==> config.mk <==
export PLATFORM = sky130hd
export DESIGN_NAME = obi_data_arbiter
export DESIGN_NICKNAME = d
export VERILOG_FILES = /design/src/rtl/obi_arb_pkg.sv /design/src/rtl/obi_arb_rr.sv /design/src/rtl/obi_data_arbiter.sv
export SDC_FILE = /design/constraint.sdc
export NUM_CORES = 1
export LEC_CHECK = 0
export BUFFER_PORTS_ARGS = -buffer_cell sky130_fd_sc_hd__buf_2
export CAP_MARGIN = 20
export CORE_AREA = 4 4 309 311
export CTS_CLUSTER_SIZE = 16
export DETAILED_ROUTE_END_ITERATION = 7
export DIE_AREA = 0 0 313 315
export GPL_TIMING_DRIVEN = 1
export SETUP_SLACK_MARGIN = 0.3
export SLEW_MARGIN = 15
export SYNTH_ARGS = -nofsm -noshare
export SYNTH_HDL_FRONTEND = slang
export SYNTH_SLANG_ARGS = --single-unit
export TNS_END_PERCENT = 30
==> constraint.sdc <==
create_clock -name clk_i -period 5.7 [get_ports clk_i]
set_input_delay 0.285 -clock clk_i [delete_from_list [all_inputs] [get_ports clk_i]]
set_output_delay 0.285 -clock clk_i [all_outputs]
set_load 0.01 [all_outputs]
==> src/rtl/obi_arb_pkg.sv <==
// Shared definitions for the OBI data-side arbiter: requester port indices and payload structs.
// The AMO lock feature of the arbiter is enabled by defining OBI_ARB_AMO_LOCK_EN.
package obi_arb_pkg;

    localparam int LOAD_PORT  = 0;
    localparam int STORE_PORT = 1;
    localparam int AMO_PORT   = 2;
    localparam int PTW_PORT   = 3;

    localparam int OBI_ADDR_W = 56;
    localparam int OBI_DATA_W = 64;

    typedef struct packed {
        logic [OBI_ADDR_W-1:0]   addr;
        logic                    we;
        logic [OBI_DATA_W/8-1:0] be;
        logic [OBI_DATA_W-1:0]   wdata;
    } obi_req_t;

    typedef struct packed {
        logic [OBI_DATA_W-1:0] rdata;
        logic                  err;
    } obi_rsp_t;

endpackage

==> src/rtl/obi_arb_rr.sv <==
// Combinational round-robin pick: first asserted request at or after ptr_i, wrapping.
module obi_arb_rr #(
    parameter  int NrReq = 4,
    localparam int IdxW  = (NrReq > 1) ? $clog2(NrReq) : 1
) (
    input  logic [NrReq-1:0] req_i,
    input  logic [IdxW-1:0]  ptr_i,
    output logic [IdxW-1:0]  idx_o,
    output logic             valid_o
);

    int cand;

    always_comb begin
        idx_o   = '0;
        valid_o = 1'b0;
        cand    = 0;
        for (int i = 0; i < NrReq; i++) begin
            cand = int'(ptr_i) + i;
            if (cand >= NrReq) cand = cand - NrReq;
            if (!valid_o && req_i[IdxW'(cand)]) begin
                idx_o   = IdxW'(cand);
                valid_o = 1'b1;
            end
        end
    end

endmodule

==> src/rtl/obi_data_arbiter.sv <==
// N:1 OBI data arbiter: round-robin with grant lock, outstanding limit and ID-routed responses.
// Define OBI_ARB_AMO_LOCK_EN to reserve the manager port for the AMO requester until its response.
module obi_data_arbiter
    import obi_arb_pkg::*;
#(
    parameter  int NrReq          = 4,
    parameter  int AddrWidth      = 56,
    parameter  int DataWidth      = 64,
    parameter  int MaxOutstanding = 4,
    parameter  int RidWidth       = (NrReq > 1) ? $clog2(NrReq) : 1,
    localparam int IdxW           = (NrReq > 1) ? $clog2(NrReq) : 1
) (
    input  logic                                  clk_i,
    input  logic                                  rst_i,
    input  logic [NrReq-1:0]                      s_req_i,
    output logic [NrReq-1:0]                      s_gnt_o,
    input  logic [NrReq-1:0][AddrWidth-1:0]       s_addr_i,
    input  logic [NrReq-1:0]                      s_we_i,
    input  logic [NrReq-1:0][DataWidth/8-1:0]     s_be_i,
    input  logic [NrReq-1:0][DataWidth-1:0]       s_wdata_i,
    output logic [NrReq-1:0]                      s_rvalid_o,
    input  logic [NrReq-1:0]                      s_rready_i,
    output logic [DataWidth-1:0]                  s_rdata_o,
    output logic                                  s_err_o,
    output logic                                  m_req_o,
    input  logic                                  m_gnt_i,
    output logic [AddrWidth-1:0]                  m_addr_o,
    output logic                                  m_we_o,
    output logic [DataWidth/8-1:0]                m_be_o,
    output logic [DataWidth-1:0]                  m_wdata_o,
    output logic [IdxW-1:0]                       m_aid_o,
    input  logic                                  m_rvalid_i,
    output logic                                  m_rready_o,
    input  logic [RidWidth-1:0]                   m_rid_i,
    input  logic [DataWidth-1:0]                  m_rdata_i,
    input  logic                                  m_err_i,
    output logic                                  rid_err_o
);

    logic [IdxW-1:0]  ptr_q, ptr_d;
    logic             lock_valid_q, lock_valid_d;
    logic [IdxW-1:0]  lock_idx_q, lock_idx_d;
    logic [3:0]       outst_q, outst_d;
    logic             rid_err_q, rid_err_d;

    logic [NrReq-1:0] req_mask;
    logic [IdxW-1:0]  rr_idx;
    logic             rr_valid;
    logic [IdxW-1:0]  sel;
    logic             sel_valid;
    logic             blocked;
    logic             req_hs;
    logic             rsp_hs;
    logic             rid_oob;

`ifdef OBI_ARB_AMO_LOCK_EN
    localparam logic [NrReq-1:0] AmoMask = NrReq'(1) << AMO_PORT;
    logic amo_lock_q, amo_lock_d;

    always_comb begin
        req_mask = amo_lock_q ? (s_req_i & AmoMask) : s_req_i;
    end
`else
    always_comb begin
        req_mask = s_req_i;
    end
`endif

    obi_arb_rr #(.NrReq(NrReq)) u_rr (
        .req_i   (req_mask),
        .ptr_i   (ptr_q),
        .idx_o   (rr_idx),
        .valid_o (rr_valid)
    );

    // A port presented without grant keeps the manager port until its handshake.
    always_comb begin
        if (lock_valid_q && s_req_i[lock_idx_q]) begin
            sel       = lock_idx_q;
            sel_valid = 1'b1;
        end else begin
            sel       = rr_idx;
            sel_valid = rr_valid;
        end
        blocked   = (outst_q == 4'(MaxOutstanding));
        m_req_o   = sel_valid & ~blocked & ~rst_i;
        m_aid_o   = sel;
        m_addr_o  = s_addr_i[sel];
        m_we_o    = s_we_i[sel];
        m_be_o    = s_be_i[sel];
        m_wdata_o = s_wdata_i[sel];
        req_hs    = m_req_o & m_gnt_i;
        for (int i = 0; i < NrReq; i++) begin
            s_gnt_o[i] = req_hs & (sel == IdxW'(i));
        end
    end

    // Responses carrying an unknown ID are accepted and dropped so the manager never stalls.
    always_comb begin
        rid_oob    = (int'(m_rid_i) >= NrReq);
        s_rvalid_o = '0;
        m_rready_o = 1'b0;
        if (!rst_i) begin
            if (rid_oob) begin
                m_rready_o = 1'b1;
            end else begin
                for (int i = 0; i < NrReq; i++) begin
                    if (int'(m_rid_i) == i) begin
                        s_rvalid_o[i] = m_rvalid_i;
                        m_rready_o    = s_rready_i[i];
                    end
                end
            end
        end
        rsp_hs    = m_rvalid_i & m_rready_o;
        s_rdata_o = m_rdata_i;
        s_err_o   = m_err_i;
    end

    always_comb begin
        ptr_d        = ptr_q;
        lock_valid_d = lock_valid_q;
        lock_idx_d   = lock_idx_q;
        outst_d      = outst_q;
        rid_err_d    = rid_err_q | (m_rvalid_i & rid_oob);

        if (req_hs) begin
            ptr_d = (sel == IdxW'(NrReq - 1)) ? '0 : sel + IdxW'(1);
        end

        if (m_req_o && !m_gnt_i) begin
            lock_valid_d = 1'b1;
            lock_idx_d   = sel;
        end else if (req_hs) begin
            lock_valid_d = 1'b0;
        end

        if (req_hs && !(rsp_hs && outst_q != 4'd0)) begin
            outst_d = outst_q + 4'd1;
        end else if (!req_hs && rsp_hs && outst_q != 4'd0) begin
            outst_d = outst_q - 4'd1;
        end
    end

`ifdef OBI_ARB_AMO_LOCK_EN
    always_comb begin
        amo_lock_d = amo_lock_q;
        if (req_hs && sel == IdxW'(AMO_PORT)) begin
            amo_lock_d = 1'b1;
        end else if (rsp_hs && int'(m_rid_i) == AMO_PORT) begin
            amo_lock_d = 1'b0;
        end
    end

    always_ff @(posedge clk_i) begin
        if (rst_i) amo_lock_q <= 1'b0;
        else       amo_lock_q <= amo_lock_d;
    end
`endif

    // NOTE: state flops use non-blocking assignments so every register samples pre-edge values.
    always_ff @(posedge clk_i) begin
        if (rst_i) begin
            ptr_q        <= '0;
            lock_valid_q <= 1'b0;
            lock_idx_q   <= '0;
            outst_q      <= 4'd0;
            rid_err_q    <= 1'b0;
        end else begin
            ptr_q        <= ptr_d;
            lock_valid_q <= lock_valid_d;
            lock_idx_q   <= lock_idx_d;
            outst_q      <= outst_d;
            rid_err_q    <= rid_err_d;
        end
    end

    assign rid_err_o = rid_err_q;

endmodule

======== Yosys cells after proc, flatten, opt, wreduce, memory -nomap -nowiden ========
Cells that the tools add are included.
operators by class
  reduce and logical (&&, ||, !) cells .... 20
  equal/unequal tests ..................... 7
  mux-type cells .......................... 51
  bitwise operators ....................... 10
  $add $sub $neg .......................... 10
  order comparisons ....................... 10
operators with widths
  operator                                              number
  binary-select mux 64 bit (select 2 bit)               1
  binary-select mux 56 bit (select 2 bit)               1
  two-way mux 64 bit                                    1
  two-way mux 56 bit                                    1
  two-way mux 1 bit                                     26
  two-way mux 2 bit                                     10
  binary-select mux 8 bit (select 2 bit)                1
  < comparator 2 x 4 -> 1 bit (second input constant)   4
  binary-select mux 1 bit (select 2 bit)                6
  two-way mux 4 bit                                     3
  >= comparator 3 bit (second input constant)           3
  logical AND 1 bit                                     9
  bitwise AND 1 bit                                     8
  equality test 2 bit (second input constant)           4
  two-way mux 8 bit                                     1
  subtractor 2 x 1 -> 2 bit (second input constant)     4
  adder 2 x 2 -> 3 bit (second input constant)          2
  zero test 1 bit                                       6
  < comparator 2 x 3 -> 1 bit (second input constant)   2
  adder 4 x 1 -> 4 bit (second input constant)          1
  equality test 2 x 1 -> 1 bit (second input constant)  2
  equality test 4 x 3 -> 1 bit (second input constant)  1
  zero test 2 bit                                       2
  nonzero test 2 bit                                    2
  other kinds (6)                                       7
word-level totals
  output and inout bits ................... 207
  logic and storage cells ................. 112
  bits in registers ....................... 9
  input bits .............................. 595

======== Depth between registers and ports, before layout ========
Gate-level depths: netlist (run 1).
  word-level depth ........................ 24
  gate-level depth with buffers ........... 10
  mapped depth without buffers ............ 9

======== Modules after synthesis ========
From an unflattened synthesis (run 1), not the netlist that was laid out.
second synthesis, totals
  cells, all modules ...................... 325
  area total of the unflattened synthesis .. 4391.7 sq um
by module, submodules not included
  module            seq. area each (sq um)  area an instance (sq um)  cells each  instances
  obi_data_arbiter  180.2                   4314.1                    310         1
  obi_arb_rr        0.0                     77.6                      15          1

======== Worst setup path after synthesis (run 1) ========
No wires, ideal clock.
  path kind ............................... reg-to-reg
  start point ............................. register outst_q[0]
  end point ............................... register outst_q[3]
  path slack .............................. 3.387 ns
  data arrival time ....................... 2.241 ns
  stages on the path, launching flop included .. 11
  buffers on the path ..................... 1
  required time ........................... 5.628 ns
  library setup time ...................... 0.072 ns
  period minus slack after synthesis ...... 2.313 ns
  cells stage by stage .................... dfxtp_1 or4b_1 and3_1 buf_2 nand2b_1 ha_1 a21o_1 a21oi_1 nand3_1 o21ai_1 mux2i_1
on the way
  longest elaborated chain between the ends .. 9
  elaborated cells between the ends (all ways) .. 17
  classes of those cells .................. add/sub (2); eq/ne (1); mux (2); bitwise (4); reduce/logical (8)
RTL lines
  item                             line                     text
  from (decl)                      obi_data_arbiter.sv:43   logic [3:0] outst_q, outst_d;
  from (signal assigned)           obi_data_arbiter.sv:173  outst_q <= outst_d;
  equality test 4 x 3 -> 1 bit     obi_data_arbiter.sv:85   blocked = (outst_q == 4'(MaxOutstanding));
  NOT 1 bit                        obi_data_arbiter.sv:86   m_req_o = sel_valid & ~blocked & ~rst_i;
  bitwise AND 1 bit (2 in series)  obi_data_arbiter.sv:86
  bitwise AND 1 bit                obi_data_arbiter.sv:92   req_hs = m_req_o & m_gnt_i;
  zero test 1 bit                  obi_data_arbiter.sv:140  end else if (!req_hs && rsp_hs && outst_q != 4'd0) begin
  logical AND 1 bit (2 in series)  obi_data_arbiter.sv:140
  nonzero test 2 bit (no line)     n/a
Several ways; a longest one is shown, not always the timed one. The select of a mux whose other input is x is not followed.
A chain may end at the register's enable or synchronous reset.

======== Worst setup path in the final report (run 1) ========
  start point ............................. register lock_idx_q[0]
  end point ............................... output m_wdata_o[5]
on the way
  longest elaborated chain between the ends .. 6
RTL lines
  item                                          line                     text
  from (decl)                                   obi_data_arbiter.sv:42   logic [IdxW-1:0] lock_idx_q, lock_idx_d;
  from (signal assigned)                        obi_data_arbiter.sv:172  lock_idx_q <= lock_idx_d;
  binary-select mux 1 bit (select 2 bit)        obi_data_arbiter.sv:78   if (lock_valid_q && s_req_i[lock_idx_q]) begin
  two-way mux 1 bit (implied by the code)       obi_data_arbiter.sv:78
  logical AND 1 bit                             obi_data_arbiter.sv:78
  two-way mux 2 bit (*)                         obi_data_arbiter.sv:78
  binary-select mux 64 bit (select 2 bit) (*)   obi_data_arbiter.sv:91   m_wdata_o = s_wdata_i[sel];
  two-way mux 64 bit (implied by the code) (*)  obi_data_arbiter.sv:91
  to (decl)                                     obi_data_arbiter.sv:30   output logic [DataWidth-1:0] m_wdata_o,
Every way passes the cells marked *; elsewhere a longest branch is shown, timed or not. The select of a mux whose other input is x is not followed.

==> results of run 1 <==
==> metal layers <==
metal | global-route usage | vias to the layer above | part of all wire
li1 | - | 4164 | -
met2 | 0.1753 | 669 | 0.47
met1 | 0.1081 | 4252 | 0.35
met4 | 0.01422 | 14 | 0.023
met3 | 0.05909 | 96 | 0.15
met5 | 0 | - | 0.0018
==> synthesized netlist by cell type, types with 2 or more instances <==
master    instances  area (µm²)
and2_1            4       25.02
buf_2            41       205.2
a22oi_1         120       900.9
inv_1             2       7.510
nand3b_1          2       15.01
nor4_1            2       12.51
nand2_1         262       983.4
a21oi_1         262        1311
dfxtp_1           9       180.2
nor2_1            8       30.03
buf_4            79       593.1
ha_1              6       75.07
clkbuf_1         26       97.59
a211oi_1          3       22.52
buf_6             3       33.78
or4_1             2       15.01
nor3_1            2       10.01
a22oi_2           9       112.6
nand2b_1          7       43.79
and3_1            3       18.77
mux2i_1           4       40.04
o21ai_1           2       10.01
nand3_1           4       20.02
buf_1             4       15.01
nor2b_1           3       18.77
==> registers in the layout (all words and copies together), names as in the netlist <==
name          count
lock_idx_q        2
lock_valid_q      1
outst_q           4
ptr_q             2
==> power groups by stage <==
| stage | Sequential (mW) | Combinational [mW] | Clock, mW |
|---|---|---|---|
| 4_1_cts | 0.104 | 2.01 | 0.126 |
| 5_1_grt | 0.109 | 2.17 | 0.131 |
| 3_3_place_gp | 0.104 | 1.99 | 0 |
| 6_report | 0.105 | 1.95 | 0.124 |
| 3_5_place_dp | 0.105 | 2.00 | 0 |
| 2_1_floorplan | 0.0984 | 1.10 | 0 |
==> cell type report <==
type                       count  share of cell area
antenna                       12            0.003269
clock buffer                   4            0.008582
inverter                       4            0.002997
multi-input combinational    724              0.4190
sequential                     9             0.01962
tap                         1254              0.1708
timing repair buffer         678              0.3757
==> per-stage QoR <==
| stage | hold WS [ns] | util | cells |
|---|---|---|---|
| CTS | 0.4051 | 0.09869 | 2673 |
| global route | 0.4345 | 0.09877 | 2676 |
| detailed placement | 0.4960 | 0.09784 | 2669 |
| finish | 0.3977 | 0.09901 | 2685 |
| global placement | 0.4776 | 0.09784 | 2669 |
| floorplan | 0.4584 | - | 891 |
==> worst min path at each step <==
stage                    end  slack [ns]  cells after the start
6_report          outst_q[1]        0.40                      2
5_1_grt             ptr_q[0]        0.43                      2
4_1_cts        lock_idx_q[1]        0.41                      4
3_5_place_dp        ptr_q[0]        0.50                      2
3_3_place_gp      outst_q[3]        0.48                      1
2_1_floorplan     outst_q[3]        0.46                      1
==> kinds of logic after synthesis <==
kind of cell / count (synthesis)
AOI/OAI and AO/OA: 404
and+or+nand+nor: 305
buffers and inverters: 158
DFF: 9
adders and majority gates: 7
muxes: 5
xor gates and xnor gates: 2
other: 1
==> layout by cell type (no fill, tap or decap), types with 2 or more instances in the layout <==
master / count
nand3_1: 4
buf_4: 5
a21oi_1: 262
and2_1: 4
nor4_1: 2
buf_2: 670
a22oi_2: 9
ha_1: 6
or4_1: 2
nor2_1: 8
a211oi_1: 3
nand2b_1: 7
clkbuf_16: 3
and3_1: 3
dfxtp_1: 9
nor3_1: 2
nand2_1: 262
a22oi_1: 120
buf_12: 3
nor2b_1: 3
mux2i_1: 4
nand3b_1: 2
o21ai_1: 2
inv_1: 2
diode_2: 12
==> results.tsv, run 1 <==
stage	metric	value	unit
grt	gr-total-overflow	0	
timing	layout_setup_ws	1.823	ns
run_status	status	completed	
floorplanning	die-area	98600	µm²
logic_synthesis	yosysWarnings	0	
job	drv_cap	0	
cts	root_buffer	clkbuf_16	
logic_synthesis	yosys.area_share.simple	0.2478	
grt	grt_max_degree	133	
logic_synthesis	yosysSeqAreaShare	0.03601	
layout	multiInputGateArea	3849	µm²
power_and_ir_drop	p_clk_frac	0.057	
layout	nFillCells	11050	
logic_synthesis	synth.area.mux_share	0.01250	
layout	fin_area	9185	µm²
logic_synthesis	synth-xor-area-share	0.005001	
timing	setup_tns	0	ns
place	place_hpwl	47.37	mm
timing	post-route-period-util	0.6802	
critical_path	crit_family	buffers and inverters	
cts	cts_tree	done	
cts	clk_latency	0.23	ns
route	via_per_inst	3.425	
critical_path	path_cells	mux2i_1, o32a_1, o41a_2, buf_12, buf_4, a21oi_1, a22oi_1, buf_2	
power_and_ir_drop	comb_power_share	0.895	
cts	path_clk_slew	0.04	ns
power_and_ir_drop	p_leak	4.269	nW
floorplanning	initial_core_util	0.05394	
floorplanning	coreArea	92770	µm²
power_and_ir_drop	p_sw	1.328	mW
route	remaining_drc_errors	0	
timing	finalHoldViolations	0	
logic_synthesis	netlist-cell-type-count	47	
route	final_antenna_net_count	0	
critical_path	worstSetupStartpoint	lock_idx_q[0]	
power_and_ir_drop	finalPower	2.180	mW
critical_path	regToRegStartpoint	lock_idx_q[0]	
logic_synthesis	synth_top_family_by_area	compound AO/OA/AOI/OAI gates	
critical_path	crit_end	m_wdata_o[5]	
critical_path	cpPeakStageDelay	0.81	ns
layout	syn_to_final_growth	83.57	%
grt	antenna_found_initial	43	
power_and_ir_drop	pwr-share-seq	0.048	
critical_path	reg2reg_slack	3.08	ns
floorplanning	io_pins	802	
route	first_pass_iters	6	
cts	cts_resized	0	
logic_synthesis	postSynthCellCount	891	
critical_path	crit_cells	8	
logic_synthesis	ys_ff_latch	9	
timing	worstMarginPinSlew	1.091	ns
timing	maxSlewViolCount	0	
power_and_ir_drop	p_int	0.8514	mW
critical_path	critPathKind	reg -> out	
cts	holdBufCountCts	0	
critical_path	cp.arrival	3.59	ns
route	wl_per_cell	20.16	µm
critical_path	slowest_stage	buf_4	
cts	cts_made_buffers	3	
critical_path	r2r_cells	8	
critical_path	critPathLaunchType	register	
logic_synthesis	synth_compound_gate_area_share	0.4836	
floorplanning	fp.dieH	315	µm
place	place_congestion	0.9837	
power_and_ir_drop	p_sw_frac	0.6094	
layout	nets	2022	
floorplanning	die_w	313	µm
layout	seq_area	180.2	µm²
logic_synthesis	syn_nets	1493	
timing	min_period	3.877	ns
grt	grt_pass1_vias	8688	
logic_synthesis	syn_area	5004	µm²
place	pre_cts_slack	1.988	ns
critical_path	path_buf_inv	3	
power_and_ir_drop	peakVddDrop	0.1254	mV
timing	fin_skew	0.001924	ns
critical_path	timing.rr.end	ptr_q[0]	
place	io_buffers	670	
timing	finalSetupViolCount	0	
critical_path	cp.required	5.41	ns
logic_synthesis	synth_edf_count	0	
logic_synthesis	async_flop_share	0	
route	drt-total-wl	54.12	mm
grt	grt_pass1_wl	70.04	mm
route	num_vias	9195	
route	drtIter0Drc	638	
cts	post_cts_buffers	0	
place	post_dp_cell_area	9076	µm²
logic_synthesis	synth_fa_ha_area_frac	0.01900	
layout	layout-drive-gt1-share	0.4905	
grt	track_usage	0.1008	
floorplanning	rows	112	
cts	htree_num_levels	1	
timing	max_freq	0.2579	GHz
logic_synthesis	ys.flop_type	dfxtp_1	
min_path	hold_class	in -> reg	
cts	clock_path_buffers	2	
min_path	hold_start	rst_i	
logic_synthesis	avgSynthCellArea	5.616	µm²
cts	clock_sinks	9	
timing	grt_setup_unrepaired	false	
timing	relSlewSlack	0.2725	
critical_path	end_kind	output port	
power_and_ir_drop	power_density	237.3	nW/µm²
critical_path	worstPathMaxFanout	100	
Power figures use the tool's default switching activity.
==> inputs of run 2 (changes only) <==
- ABC_AREA: unset -> 1
- CORE_AREA: 4 4 309 311 -> 4 4 310 312
- DIE_AREA: 0 0 313 315 -> 0 0 314 316
- clock period: 5.7 -> 3.96 ns (I/O delays scaled with it)
==> run 2 against run 1 <==
Core utilization rose by 3.4 points. Sequential cell count did not move. First-iteration DRC count increased by 40%. Synthesized cell count is 99% higher. Critical path depth up 8. Clock power increased by 39%. Register-to-register slack worse by 2.0 ns. Final cell count is 32% higher. Power grew to 2.7 times the previous value. Global-route usage increased by 0.42 points. Die area up 0.64%. Critical endpoint is now m_wdata_o[20]. Largest power group unchanged. Highest routed layer unchanged.
==> results.tsv, run 2 <==
stage	metric	value	unit	change
power_and_ir_drop	p_int	2.198	mW	+160%
timing	finalSetupViolCount	0		unchanged
logic_synthesis	syn_nets	2373		+59%
logic_synthesis	synthTopCellsByArea	nand3_1 33%, inv_1 26%, nand2_1 21%		
logic_synthesis	synth_area_leader_cell	nand3_1		
layout	nets	2893		+43%
cts	root_buffer	clkbuf_16		
route	wl_per_cell	16.03	µm	-20%
cts	clk_latency	0.23	ns	about the same
critical_path	critPathLaunchType	register		
grt	met3_usage	0.05250		-0.006594
critical_path	regToRegStartpoint	ptr_q[0]		
grt	top_usage_layer	met2		
grt	gr-total-overflow	0		unchanged
critical_path	timing.rr.end	ptr_q[0]		
critical_path	worstPathMaxFanout	53		-47%
logic_synthesis	postSynthCellCount	1771		+99%
power_and_ir_drop	finalPower	5.966	mW	+170%
floorplanning	rows	112		unchanged
critical_path	crit_end	m_wdata_o[20]		
critical_path	r2r_cells	15		+7
route	final_antenna_net_count	0		unchanged
power_and_ir_drop	p_leak	8.322	nW	+95%
power_and_ir_drop	p_clk_frac	0.029		-0.028
route	remaining_drc_errors	0		unchanged
power_and_ir_drop	p_sw	3.768	mW	+180%
logic_synthesis	async_flop_share	0		unchanged
grt	antenna_found_initial	45		+4.7%
critical_path	reg2reg_slack	1.05	ns	-2.03 ns
critical_path	critPathKind	reg -> out		
place	place_congestion	0.9937		+1.0%
grt	grt_pass1_wl	78.07	mm	+11%
critical_path	worstSetupStartpoint	ptr_q[0]		
critical_path	cp.arrival	3.13	ns	-0.46 ns
route	first_pass_iters	5		-1
layout	nFillCells	11140		+0.90%
logic_synthesis	synth_most_common_cell	inv_1		
logic_synthesis	ys_top_cells_by_count	545 x inv_1, 528 x nand3_1, 445 x nand2_1		
power_and_ir_drop	p_sw_frac	0.6316		+0.02221
logic_synthesis	syn_area	8021	µm²	+60%
floorplanning	coreArea	93050	µm²	+0.30%
place	place_inst	3540		+33%
layout	largest_reg_flops	4		unchanged
route	num_vias	12690		+38%
layout	top_regs	outst_q x4, lock_idx_q x2, ptr_q x2		
place	post_dp_cell_area	12230	µm²	+35%
timing	max_freq	0.3006	GHz	
place	io_buffers	670		unchanged
route	via_per_inst	3.570		+4.3%
job	drv_cap	0		unchanged
timing	post-route-period-util	0.8401		
floorplanning	die_w	314	µm	+0.32%
place	place_hpwl	48.92	mm	+3.3%
power_and_ir_drop	comb_power_share	0.949		+0.054
layout	instances_no_fill	3555		+32%
power_and_ir_drop	peakVddDrop	0.2095	mV	+67%
cts	path_clk_slew	0.04	ns	about the same
grt	gr-usage-met1	0.1219		+0.01381
min_path	hold_class	in -> reg		
layout	syn_to_final_growth	53.81	%	
critical_path	end_kind	output port		
layout	top_register	outst_q		
logic_synthesis	synth_edf_count	0		unchanged
logic_synthesis	yosysWarnings	0		unchanged
grt	track_usage	0.1050		+0.004158
timing	maxSlewViolCount	0		unchanged
cts	cts_made_buffers	3		unchanged
logic_synthesis	ys.flop_type	dfxtp_1		
cts	holdBufCountCts	0		unchanged
timing	relSlewSlack	0.4488		+0.1762
logic_synthesis	ys_ff_latch	9		unchanged
floorplanning	die-area	99220	µm²	+0.64%
timing	setup_tns	0	ns	unchanged
power_and_ir_drop	power_density	483.5	nW/µm²	+100%
layout	layout-drive-gt1-share	0.3087		-0.1818
cts	post_cts_buffers	0		unchanged
cts	cts_tree	done		
floorplanning	io_pins	802		unchanged
run_status	status	completed		
route	drt-total-wl	57.00	mm	+5.3%
timing	fin_skew	0.002326	ns	+0.0004020 ns
timing	grt_setup_unrepaired	false		
grt	grt_max_degree	139		+4.5%
logic_synthesis	synthDominantCellAreaShare	0.3294		+0.06737
grt	grt_use_met2	0.1716		-0.003790
grt	grt_pass1_vias	11860		+37%
layout	mostFrequentLayoutCells	670 x buf_2, 545 x inv_1, 528 x nand3_1, 444 x nand2_1, 20 x nor2_1		
logic_synthesis	avgSynthCellArea	4.529	µm²	-19%
logic_synthesis	yosysSeqAreaShare	0.02246		-0.01355
timing	worstMarginPinSlew	0.8268	ns	-0.2644 ns
floorplanning	initial_core_util	0.08621		+0.03227
cts	htree_num_levels	1		unchanged
timing	finalHoldViolations	0		unchanged
critical_path	cp.required	3.76	ns	-1.65 ns
cts	clock_path_buffers	2		unchanged
timing	min_period	3.327	ns	
floorplanning	fp.dieH	316	µm	+0.32%
power_and_ir_drop	pwr-share-seq	0.022		-0.026
layout	fin_area	12340	µm²	+34%
cts	clock_sinks	9		unchanged
route	drtIter0Drc	894		+40%
layout	final_common_cell	buf_2		
logic_synthesis	netlist-cell-type-count	29		-38%
## run 2: cell type report
type / count / area [µm²] / share of cell area
tap: 1254 / 1569 / 0.1272
inverter: 549 / 2068 / 0.1676
clock buffer: 4 / 78.83 / 0.006389
multi-input combinational: 1034 / 4731 / 0.3834
timing repair buffer: 694 / 3684 / 0.2985
sequential: 9 / 180.2 / 0.01460
antenna: 11 / 27.53 / 0.002231
## run 2: per-layer routing
layer | vias to the layer above | wire length [µm]
li1 | 6220 | -
met5 | - | 257
met2 | 707 | 25090
met3 | 160 | 7836
met4 | 40 | 2020
met1 | 5565 | 21800
## run 2: kinds of logic after synthesis
kind of cell,Yosys count,synth area share
compound gates,21,0.01576
other cells,1,0.0004675
xor+xnor,1,0.001092
simple gates,1004,0.5569
fa+ha+maj,7,0.01185
flops,9,0.02246
buf+inv,728,0.3915
## run 2: worst min-delay path by stage
stage	slack [ns]	startpoint	to	cells after the start
6_report	0.23	rst_i	lock_valid_q	2
5_1_grt	0.26	rst_i	lock_valid_q	2
4_1_cts	0.23	rst_i	lock_valid_q	2
3_5_place_dp	0.40	m_rdata_i[16]	s_rdata_o[16]	0
3_3_place_gp	0.40	m_rdata_i[16]	s_rdata_o[16]	0
2_1_floorplan	0.27	rst_i	lock_valid_q	1
## run 2: per-stage QoR
stage	hold slack [ns]	utilization	setup WS [ns]
3_3_place_gp	0.3961	0.1314	0.7479
4_1_cts	0.2315	0.1323	0.4968
6_report	0.2319	0.1326	0.6334
2_1_floorplan	0.2671	-	1.773
5_1_grt	0.2554	0.1323	0.3305
3_5_place_dp	0.3961	0.1314	0.7336
## run 2: worst max-delay path, stage by stage (launching register included)
cell and delay (ns):
dfxtp_1 0.52, inv_2 0.14, nand2_1 0.08, nand2_1 0.10
nand2_1 0.10, nand2_1 0.08, nor2_2 0.16, nand3_1 0.09
nand2_1 0.07, inv_1 0.04, nand2_1 0.15, nand2_8 0.17
inv_8 0.29, buf_12 0.29, nand3_1 0.24, nand2_1 0.16
buf_2 0.15
## run 2: what timing repair did
item                       in CTS  in global routing
setup endpoints to repair       0                  3
hold endpoints to repair        0                  0
gates resized for setup         0                  1
## run 2: power groups by stage
stage / clock (mW) / sequential, mW / combinational (mW)
after global routing: 0.183 / 0.135 / 6.26
after CTS: 0.176 / 0.132 / 5.79
after global placement: 0 / 0.132 / 5.74
after floorplan: 0 / 0.125 / 3.36
after detailed placement: 0 / 0.133 / 5.77
final: 0.172 / 0.132 / 5.66
==> inputs of run 3 (changes only) <==
- ABC_AREA: 1 -> 0
- CORE_AREA: 4 4 310 312 -> 4 4 308 310
- DIE_AREA: 0 0 314 316 -> 0 0 312 314
- clock period: 3.96 -> 3 ns (I/O delays scaled with it)
==> run 3 against run 2 <==
Non-clock buffer count increased by 43. Final cell count is 25% lower. Sequential cell count unchanged. Via count is 23% lower.
==> results.tsv, run 3 (synthesis results as in run 1) <==
stage	metric	value	unit	change
route	drt-total-wl	59.39	mm	+4.2%
layout	final_common_cell	buf_2		
timing	worstMarginPinSlew	0.5965	ns	-0.2304 ns
timing	finalSetupViolCount	0		unchanged
floorplanning	die-area	97970	µm²	-1.3%
layout	fin_area	10540	µm²	-15%
critical_path	critPathLaunchType	register		
floorplanning	fp.dieH	314	µm	-0.63%
layout	mostFrequentLayoutCells	657 x buf_2, 256 x nand2_1, 235 x a21oi_1, 93 x a22oi_1, 36 x a22oi_2		
floorplanning	rows	111		-0.89%
min_path	hold_class	in -> reg		
cts	clock_sinks	9		unchanged
route	final_antenna_net_count	0		unchanged
route	highest_layer	met5		
grt	track_usage	0.1033		-0.001645
timing	fin_skew	0.001909	ns	-0.0004166 ns
layout	largest_reg_flops	4		unchanged
critical_path	cpPeakStageDelay	0.44	ns	-0.08 ns
route	wl_met2	26.90	mm	+7.2%
timing	relSlewSlack	0.5987		+0.1499
timing	maxSlewViolCount	0		unchanged
place	place_congestion	1.020		+2.6%
cts	root_buffer	clkbuf_16		
timing	min_period	2.752	ns	
timing	post-route-period-util	0.9172		
timing	grt_setup_unrepaired	true		
route	via_per_inst	3.645		+2.1%
route	met1_length	22.60	mm	+3.7%
grt	grt_max_degree	99		-29%
route	route.met3.wl	8.471	mm	+8.1%
cts	clk_latency	0.23	ns	about the same
grt	antenna_found_initial	24		-47%
layout	nets	2084		-28%
critical_path	slowest_stage	o41a_4		
cts	holdBufCountCts	0		unchanged
floorplanning	initial_core_util	0.05459		-0.03162
critical_path	end_kind	output port		
cts	cts_tree	done		
place	post_dp_cell_area	9239	µm²	-24%
run_status	status	completed		
critical_path	critPathKind	reg -> out		
route	drtIter0Drc	739		-17%
route	num_vias	9742		-23%
layout	final_util	0.1150		-0.01762
timing	setup_tns	0	ns	unchanged
job	drv_cap	0		unchanged
grt	gr-total-overflow	0		unchanged
timing	max_freq	0.3634	GHz	
layout	layout-drive-gt1-share	0.5550		+0.2463
floorplanning	io_pins	802		unchanged
grt	grt_pass1_wl	72.41	mm	-7.2%
power_and_ir_drop	peakVddDrop	0.2372	mV	+13%
critical_path	path_cells	mux2i_4, o22ai_2, o41a_4, buf_12, clkinv_16, buf_8, buf_16, nand2_1, a22oi_2, buf_4		
cts	htree_num_levels	1		unchanged
grt	grt_pass1_vias	9105		-23%
power_and_ir_drop	power_density	494.0	nW/µm²	+2.2%
place	place_hpwl	47.28	mm	-3.4%
cts	clock_path_buffers	2		unchanged
route	remaining_drc_errors	0		unchanged
critical_path	cp.arrival	2.60	ns	-0.53 ns
cts	path_clk_slew	0.04	ns	about the same
layout	syn_to_final_growth	110.6	%	
timing	finalHoldViolations	0		unchanged
critical_path	worstPathMaxFanout	8		-85%
layout	top_regs	outst_q x4, lock_idx_q x2, ptr_q x2		
route	wl_per_cell	22.22	µm	+39%
cts	cts_made_buffers	3		unchanged
floorplanning	die_w	312	µm	-0.64%
place	io_buffers	670		unchanged
power_and_ir_drop	p_leak	4.877	nW	-41%
floorplanning	coreArea	91660	µm²	-1.5%
route	first_pass_iters	5		unchanged
layout	top_register	outst_q		
critical_path	cp.required	2.85	ns	-0.91 ns
==> run 3: cell count changes in the layout (fill, tap and decap cells not counted), moves of 13 or more <==
cell     delta
nand2_1   -188
inv_1     -543
a21oi_2    +24
a22oi_1    +93
nand3_1   -524
a21oi_1   +229
a22oi_2    +36
buf_2      -13
buf_4      +23
==> run 3: power by group <==
part | switching [mW] | leakage, nW | internal (mW)
clock | 0.0623 | 0.0382 | 0.178
combinational | 2.83 | 4.76 | 1.93
sequential | 0.0466 | 0.0750 | 0.153
==> run 3: final timing paths <==
check           startpoint            end  slack [ns]  cells past startpoint
max reg2reg     outst_q[0]     outst_q[3]        0.48                      9
max          lock_idx_q[0]  m_wdata_o[20]        0.25                     10
min reg2reg       ptr_q[0]       ptr_q[0]        0.51                      2
min                  rst_i     outst_q[1]        0.27                      2
==> run 3: timing repair <==
item,4_1_cts,5_1_grt
cloned,7,13
pin swaps,6,22
buffers inserted,4,15
endpoints found under the hold margin,0,0
resized for setup,59,67
setup endpoints to repair,124,112
==> run 3: critical path, delay by kind of cell (launching register included) <==
| kind | cells | cell delay (ns) |
|---|---|---|
| flops | 1 | 0.40 |
| mux | 1 | 0.27 |
| compound gates | 3 | 0.87 |
| buf+inv | 5 | 0.70 |
| simple gates | 1 | 0.06 |
==> run 3: stage by stage <==
stage	total power, mW	std cells	setup slack, ns	hold slack [ns]
after global routing	5.613	2672	0.2217	0.2838
after detailed placement	4.070	2624	-0.1027	0.3001
after global placement	4.058	2624	-0.07906	0.3001
after CTS	4.715	2639	0.1938	0.2664
final	5.207	2673	0.2485	0.2712
after floorplan	2.277	891	0.6871	0.3475
==> run 3: final cells by class <==
class                      count  area, µm²
antenna                        6      15.01
clock buffer                   4      78.83
fill                       10710      81120
inverter                       4      57.56
multi-input combinational    724       4190
sequential                     9      183.9
tap                         1186       1484
timing repair buffer         737       4501
timing repair inverter         3      28.78
==> run 3: layer usage <==
layer | vias to the layer above | global-route usage
met1 | 4573 | 0.1227
met3 | 88 | 0.05497
met2 | 763 | 0.1662
li1 | 4298 | -
met5 | - | 0
met4 | 20 | 0.02038
